$ cat src/rtl/frontend_pipe_regs.sv
// PC, IF/ID and ID/EX pipeline registers for the RV32I five-stage core,
// with per-stage valid bits and wrapping stall/flush activity counters.
module frontend_pipe_regs #(
    parameter int XLEN = 32,
    parameter int CTRL_W = 16,
    parameter logic [XLEN-1:0] RESET_PC = 32'h0000_0000
) (
    input  logic              clk,
    input  logic              reset_n,
    input  logic              stallF,
    input  logic              stallD,
    input  logic              flushD,
    input  logic              flushE,
    input  logic              perf_clr,
    input  logic [XLEN-1:0]   pcnextF,
    input  logic [31:0]       instrF,
    input  logic [XLEN-1:0]   pcplus4F,
    output logic [XLEN-1:0]   pcF,
    output logic [31:0]       instrD,
    output logic [XLEN-1:0]   pcD,
    output logic [XLEN-1:0]   pcplus4D,
    output logic              validD,
    input  logic [CTRL_W-1:0] ctrlD,
    input  logic [XLEN-1:0]   rd1D,
    input  logic [XLEN-1:0]   rd2D,
    input  logic [XLEN-1:0]   immextD,
    input  logic [4:0]        rs1D,
    input  logic [4:0]        rs2D,
    input  logic [4:0]        rdD,
    output logic [CTRL_W-1:0] ctrlE,
    output logic [XLEN-1:0]   rd1E,
    output logic [XLEN-1:0]   rd2E,
    output logic [XLEN-1:0]   immextE,
    output logic [XLEN-1:0]   pcE,
    output logic [XLEN-1:0]   pcplus4E,
    output logic [4:0]        rs1E,
    output logic [4:0]        rs2E,
    output logic [4:0]        rdE,
    output logic              validE,
    output logic [31:0]       stall_cnt,
    output logic [31:0]       flushd_cnt,
    output logic [31:0]       flushe_cnt
);

    always_ff @(posedge clk) begin
        if (!reset_n) begin
            pcF <= RESET_PC;
        end else if (!stallF) begin
            pcF <= pcnextF;
        end
    end

    // Flush beats stall here so a taken branch squashes a held instruction.
    always_ff @(posedge clk) begin
        if (!reset_n || flushD) begin
            instrD   <= '0;
            pcD      <= '0;
            pcplus4D <= '0;
            validD   <= 1'b0;
        end else if (!stallD) begin
            instrD   <= instrF;
            pcD      <= pcF;
            pcplus4D <= pcplus4F;
            validD   <= 1'b1;
        end
    end

    // A flushed slot clears the register indices too, so a bubble can never
    // match a forwarding or load-use comparison.
    always_ff @(posedge clk) begin
        if (!reset_n || flushE) begin
            ctrlE    <= '0;
            rd1E     <= '0;
            rd2E     <= '0;
            immextE  <= '0;
            pcE      <= '0;
            pcplus4E <= '0;
            rs1E     <= '0;
            rs2E     <= '0;
            rdE      <= '0;
            validE   <= 1'b0;
        end else begin
            ctrlE    <= ctrlD;
            rd1E     <= rd1D;
            rd2E     <= rd2D;
            immextE  <= immextD;
            pcE      <= pcD;
            pcplus4E <= pcplus4D;
            rs1E     <= rs1D;
            rs2E     <= rs2D;
            rdE      <= rdD;
            validE   <= validD;
        end
    end

    // A stall that coincides with a D flush is not counted as a stall.
    always_ff @(posedge clk) begin
        if (!reset_n || perf_clr) begin
            stall_cnt  <= '0;
            flushd_cnt <= '0;
            flushe_cnt <= '0;
        end else begin
            if (stallD && !flushD) begin
                stall_cnt <= stall_cnt + 32'd1;
            end
            if (flushD) begin
                flushd_cnt <= flushd_cnt + 32'd1;
            end
            if (flushE) begin
                flushe_cnt <= flushe_cnt + 32'd1;
            end
        end
    end

endmodule

$ cat config.mk
export PLATFORM = sky130hd
export DESIGN_NAME = frontend_pipe_regs
export DESIGN_NICKNAME = d
export VERILOG_FILES = /design/src/rtl/frontend_pipe_regs.sv
export SDC_FILE = /design/constraint.sdc
export NUM_CORES = 1
export LEC_CHECK = 0
export ABC_AREA = 1
export BUFFER_PORTS_ARGS = -buffer_cell sky130_fd_sc_hd__buf_2
export CORE_AREA = 2 2 254 256
export CTS_CLUSTER_DIAMETER = 40
export DETAILED_ROUTE_END_ITERATION = 12
export DIE_AREA = 0 0 256 258
export PLACE_DENSITY = 0.45
export SYNTH_ARGS = -nofsm -noshare
export SYNTH_HDL_FRONTEND = slang
export SYNTH_SLANG_ARGS = --single-unit
$ cat constraint.sdc
create_clock -name clk -period 3.35 [get_ports clk]
set_clock_uncertainty 0.1 [all_clocks]
set_input_delay 0.67 -clock clk [delete_from_list [all_inputs] [get_ports clk]]
set_output_delay 0.67 -clock clk [all_outputs]
set_load 0.1 [all_outputs]
==> results.json, run 1 <==
{
  "top_layer": "met4",
  "dp.cells": 3355,
  "p_sw_share_pct": 28.6,
  "clk_latency_ns": 0.62,
  "gr-total-overflow": 0,
  "die_y_um": 258,
  "drv_slew": 0,
  "antenna_left": 0,
  "htree_levels": 3,
  "gp_congestion": 0.903,
  "ys_seq_elements": 417,
  "wl_met2_mm": 26.8,
  "crit_chain": "buf_2",
  "fin_crit_ns": 2.36,
  "relSlewSlack_pct": 48.6,
  "dr.first_iter.drc_count": 722,
  "clockBufferDepth": 3,
  "hold-worst-slack_ns": 0.158,
  "peakVddDrop_uv": 395,
  "worstSetupPathType": "flip-flop to output port",
  "crit_slowest_cell": "dfxtp_1",
  "reg2reg_depth": 8,
  "combPwrFrac_pct": 11.4,
  "layout.cells.non_filler": 3504,
  "drc": 0,
  "drv_cap": 0,
  "core_area_um2": 63600,
  "finalSetupViolCount": 0,
  "core.rowCount": 93,
  "area_growth_pct": 47.4,
  "synth-warning-count": 0,
  "p_int_mw": 11.0,
  "hold_viol": 0,
  "viasPerCell": 4.12,
  "clock_sinks": 417,
  "worst_pin_slew_ns": 0.771,
  "crit_path_start_kind": "flip-flop",
  "cts_buffers": 78,
  "finalCritPeriodShare_pct": 70.3,
  "syn_nets": 2142,
  "p_sw_mw": 4.39,
  "grt_pass1_vias": 14400,
  "io_pins": 647,
  "antenna_found_initial": 4,
  "tns_ns": 0,
  "hold_depth": 3,
  "met1_length_mm": 22.1,
  "ys_seq_area_share_pct": 56.1,
  "nets": 2813,
  "via_count": 14400,
  "clkTransAtPathRegs_ns": 0.05,
  "critPathBufInv": 1,
  "drive_gt1_share_pct": 31.5,
  "status": "finished, final reports clean",
  "synth_area_per_cell_um2": 7.80,
  "worst_setup_path_end_kind": "output port",
  "required_ns": 2.58,
  "crit_fanout": 5,
  "grt_pass1_wl_mm": 84.3,
  "wl_per_cell_um": 15.7,
  "cts_tree": "done",
  "hpwlAfterDp_mm": 41.8,
  "cts_root_buffer": "clkbuf_16",
  "dieWidth_um": 256,
  "start_util_pct": 23.4,
  "leakagePower_nw": 10.8,
  "post_synth_num_cell_types": 35,
  "path_depth": 1,
  "post_cts_resized": 0,
  "synthCells": 1909,
  "post-cts-setup-buffers": 0,
  "p_seq_share_pct": 33.8,
  "power.share.clock_pct": 54.8,
  "cts_hold_buf": 0,
  "die_area_um2": 66000,
  "clock.fmax_mhz": 425,
  "max_stage_delay_ns": 0.49,
  "grt_max_degree": 96,
  "first_pass_iters": 5,
  "routed_wl_mm": 55.0,
  "rsz0062_at_grt": "no",
  "p_per_area_nw_per_um2": 700,
  "netlist_area_um2": 14900,
  "wl_met3_mm": 4.33,
  "critical_path.top_delay_family": "flip-flops",
  "layout_commonest_cell": "buf_2",
  "most-common-layout-cells": "buf_2, nor2_1, dfxtp_1",
  "hold_class": "input port to flip-flop",
  "cp_data_arrival_time_ns": 1.59,
  "globalRouteTotalUtil_pct": 16.3,
  "portBuffers": 646
}
[worst reg2reg max path: stages, from the launching register on]
cell     delay (ns)
dfxtp_1        0.45
ha_1           0.24
nand4_1        0.17
nor2_2         0.30
nand2_1        0.12
nor2_1         0.16
nand2_1        0.07
nand2_1        0.07
nor2_1         0.04
[power by group through the flow]
stage	clock [mW]	sequential (mW)	combinational, mW
4_1_cts	8.63	5.18	1.77
5_1_grt	8.86	5.20	1.84
3_5_place_dp	0	5.28	1.77
2_1_floorplan	0	6.33	0.292
6_report	8.41	5.18	1.75
3_3_place_gp	0	5.28	1.76
[synthesized netlist by cell type]
cell type,number,area (µm²)
nor2_8,1,20.0
clkbuf_1,35,131
or2_2,1,6.26
a31oi_1,1,6.26
buf_6,1,11.3
inv_2,1,3.75
buf_2,31,155
nor2_1,484,1820
inv_1,304,1140
nand2_2,1,6.26
nor2_4,7,78.8
buf_1,3,11.3
nand2_4,1,11.3
and3_1,1,6.26
nand2_1,268,1010
nand4_1,28,175
nor2_2,9,56.3
xnor2_1,6,52.6
nor3_4,1,16.3
nor3b_1,3,22.5
inv_8,1,11.3
nand2_8,1,20.0
nor3_1,15,75.1
nand3_1,61,305
xor2_1,6,52.6
o21a_1,8,60.1
nand3b_1,3,22.5
dfxtp_1,417,8350
buf_4,3,22.5
ha_1,3,37.5
o21ai_0,56,280
nand3_2,2,20.0
a21oi_1,81,405
nor3_2,1,10.0
a211oi_1,64,480
[per-stage QoR]
| step | total power [mW] | utilization [%] | setup slack, ns | instance area (µm²) |
|---|---|---|---|---|
| after floorplan | 6.62 | - | 1.07 | 14900 |
| after global placement | 7.04 | 30.0 | 1.07 | 19100 |
| after CTS | 15.6 | 34.5 | 0.931 | 21900 |
| final | 15.3 | 34.5 | 0.994 | 21900 |
| after global routing | 15.9 | 34.5 | 0.921 | 21900 |
| after detailed placement | 7.05 | 30.0 | 1.04 | 19100 |
[state kept, by name (all words and copies together), names as in the netlist]
register / cells
immextE: 32
stall_cnt: 32
rs2E: 5
pcF: 32
pcplus4E: 32
pcE: 32
validD: 1
rd1E: 32
pcD: 32
flushe_cnt: 32
flushd_cnt: 32
pcplus4D: 32
rs1E: 5
rdE: 5
instrD: 32
rd2E: 32
validE: 1
ctrlE: 16
[path summary, 6_finish.rpt]
kind                               startpoint        endpoint  slack (ns)
worst max-delay path            flushd_cnt[3]   flushd_cnt[3]        0.99
worst max register to register  flushd_cnt[1]  flushd_cnt[16]        1.54
worst min register to register    pcplus4D[4]     pcplus4E[4]        0.33
worst min-delay path              immextD[31]     immextE[31]        0.16
[final cells by class]
cell class,count,area (µm²)
multi-input cells,1113,5060
diodes,3,7.51
clock buffers,95,2130
inverters,306,1160
well taps,855,1070
repair buffers,664,3420
flip-flops and latches,417,8350
fillers,6823,41700
clock inverters,51,744
[layer usage]
metal	GRT usage, %	vias up
li1	-	7250
met1	18.3	6560
met2	28.0	528
met3	5.39	101
met4	7.42	0
met5	0	-
[kinds of logic after synthesis]
family / Yosys count / synth area share (%)
adder cells (fa/ha/maj): 3 / 0.252
flip-flops: 417 / 56.1
buffers and inverters: 379 / 9.99
AO/OA/AOI/OAI: 210 / 8.28
XOR/XNOR: 12 / 0.706
AND/OR/NAND/NOR: 888 / 24.7
No activity file was read; power rests on OpenSTA's default activity.
==> run 2, diff against run 1 <==
Settings changed: ABC_AREA 1 to 0, CORE_AREA 2 2 254 256 to 2 2 249 251, DIE_AREA 0 0 256 258 to 0 0 251 253, PLACE_DENSITY 0.45 to 0.46.
Clock period 3.35 ns to 2.2 ns, I/O delays scaled along.
==> results.json, run 2 <==
{
  "status": "finished, final reports clean",
  "leakagePower_nw": 10.9,
  "tns_ns": 0,
  "power_mw": 22.3,
  "worst_setup_path_end_kind": "flip-flop",
  "p_sw_share_pct": 27.3,
  "worst_slack_ns": 0.0934,
  "hold_depth": 3,
  "netlist_area_um2": 14200,
  "ys_seq_elements": 417,
  "crit_fanout": 28,
  "layout_commonest_cell": "buf_2",
  "grt_pass1_wl_mm": 76.2,
  "crit_path_start_kind": "flip-flop",
  "worst_pin_slew_ns": 0.874,
  "synthCells": 1355,
  "post-cts-setup-buffers": 0,
  "core_area_um2": 61000,
  "multi_input_area_um2": 5550,
  "clkTransAtPathRegs_ns": 0.05,
  "die_y_um": 253,
  "clock_sinks": 417,
  "synth_xor_area_share_pct": 2.09,
  "cts_buffers": 72,
  "holdPathEnd": "pcF[28]",
  "syn_nets": 1588,
  "min_from": "pcnextF[28]",
  "reg2reg_depth": 5,
  "synth.most_common_cell": "dfxtp_1",
  "p_per_area_nw_per_um2": 949,
  "synth_area_per_cell_um2": 10.5,
  "gr-total-overflow": 0,
  "drv_slew": 0,
  "ys_seq_area_share_pct": 58.6,
  "antenna_cells": 0,
  "synth_top_area_share_pct": 58.6,
  "p_seq_share_pct": 35.0,
  "synth_fa_ha_area_share_pct": 0.264,
  "start_util_pct": 23.3,
  "cts_root_buffer": "clkbuf_16",
  "first_pass_iters": 4,
  "p_int_mw": 16.2,
  "peakVddDrop_uv": 514,
  "clk_latency_ns": 0.57,
  "relSlewSlack_pct": 41.7,
  "hold_class": "input port to flip-flop",
  "dr.first_iter.drc_count": 468,
  "combPwrFrac_pct": 11.9,
  "grt_max_degree": 98,
  "drc": 0,
  "die_area_um2": 63500,
  "antenna_found_initial": 3,
  "yosys-top-cells-count": "dfxtp_1, and2_1, mux2i_1",
  "io_pins": 647,
  "muxShareOfSynthArea_pct": 9.49,
  "hpwlAfterDp_mm": 36.2,
  "final_area_um2": 23500,
  "dp.cells": 2736,
  "synth_top_family_by_area": "simple AND/OR/NAND/NOR gates",
  "r2r_slack_ns": 0.09,
  "pre_cts_slack_ns": -0.00984,
  "hold-worst-slack_ns": 0.0390,
  "async_flop_share_pct": 0,
  "htree_levels": 3,
  "area_growth_pct": 65.1,
  "synthSimpleGateAreaFrac_pct": 22.1,
  "synthTopCellsByArea": "dfxtp_1, mux2i_1, and2_1",
  "p_sw_mw": 6.09,
  "portBuffers": 646,
  "grt_pass1_vias": 13400,
  "required_ns": 2.56,
  "antenna_left": 0,
  "gp_congestion": 0.780,
  "clock.fmax_mhz": 475,
  "place_area_um2": 18700,
  "r2r-end": "flushe_cnt[31]",
  "worstSetupPathType": "flip-flop to flip-flop",
  "routed_wl_mm": 51.2,
  "finalSetupViolCount": 0,
  "synth-warning-count": 0,
  "final-seq-area_um2": 8540,
  "clockBufferDepth": 3,
  "power.share.clock_pct": 53.1,
  "globalRouteTotalUtil_pct": 15.3,
  "nets": 2472,
  "synth_edf_count": 0,
  "synth_compound_area_share_pct": 4.78,
  "cts_tree": "done",
  "drive_gt1_share_pct": 38.7,
  "core.rowCount": 91,
  "wl_per_cell_um": 16.6,
  "post_synth_num_cell_types": 35,
  "layout.cells.non_filler": 3086,
  "most-common-layout-cells": "buf_2, dfxtp_1, dlygate4sd3_1",
  "viasPerCell": 4.22,
  "cp_data_arrival_time_ns": 2.47,
  "hold_viol": 0,
  "via_count": 13000,
  "rsz0062_at_grt": "no",
  "ys_dominant_reg_cell": "dfxtp_1",
  "dieWidth_um": 251,
  "r2r_start": "flushe_cnt[11]",
  "finalCritPeriodShare_pct": 95.8,
  "fillers": 6035,
  "synth.largest_area_cell": "dfxtp_1",
  "drv_cap": 0,
  "postLayoutCoreUtil_pct": 38.5,
  "fin_crit_ns": 2.11
}
## run 2: layout make-up
| class | instances | share of cell area (%) |
|---|---|---|
| Tap cell | 790 | 4.20 |
| Clock buffer | 93 | 8.74 |
| Timing Repair Buffer | 897 | 24.7 |
| Clock inverter | 38 | 2.31 |
| Inverter | 10 | 0.160 |
| Multi-Input combinational cell | 841 | 23.6 |
| Sequential cell | 417 | 36.3 |
## run 2: cell families after synthesis
family | Yosys count
fa+ha+maj | 3
compound gates | 111
mux | 135
flops | 417
simple gates | 558
buf+inv | 97
xor+xnor | 34
## run 2: power groups by stage
stage,combinational [mW],sequential (mW),clock (mW)
finish,2.66,7.81,11.8
global route,2.77,7.82,12.5
CTS,2.68,7.81,12.2
detailed placement,2.35,7.96,0
global placement,2.34,7.96,0
floorplan,0.387,9.33,0
## run 2: worst max-delay path, stage by stage, from the launching register on
cell	delay, ns
dfxtp_4	0.37
nand4_1	0.14
or4_1	0.52
buf_6	0.19
or4_1	0.55
mux2i_1	0.13
## run 2: how the worst max path moves through the flow
stage,startpoint,end,slack (ns),cells past startpoint
after floorplan,flushd_cnt[14],flushd_cnt[26],-0.0004,5
after detailed placement,flushD,flushd_cnt[16],-0.01,5
after CTS,flushe_cnt[11],flushe_cnt[31],0.05,5
after global routing,flushe_cnt[12],flushe_cnt[31],0.02,5
final,flushe_cnt[11],flushe_cnt[31],0.09,5
after global placement,flushD,flushd_cnt[16],-0.01,5
## run 2: repair_timing
action,4_1_cts,5_1_grt
hold endpoints to repair,219,0
gates resized for setup,0,1
hold buffers,219,0
setup endpoints to repair,0,1
## run 2: layer usage
metal,track usage (%),up-vias,routed length [µm]
met5,0,-,30
li1,-,6405,-
met2,25.8,456,24700
met4,6.85,4,1880
met1,17.3,6050,20700
met3,5.38,123,4000
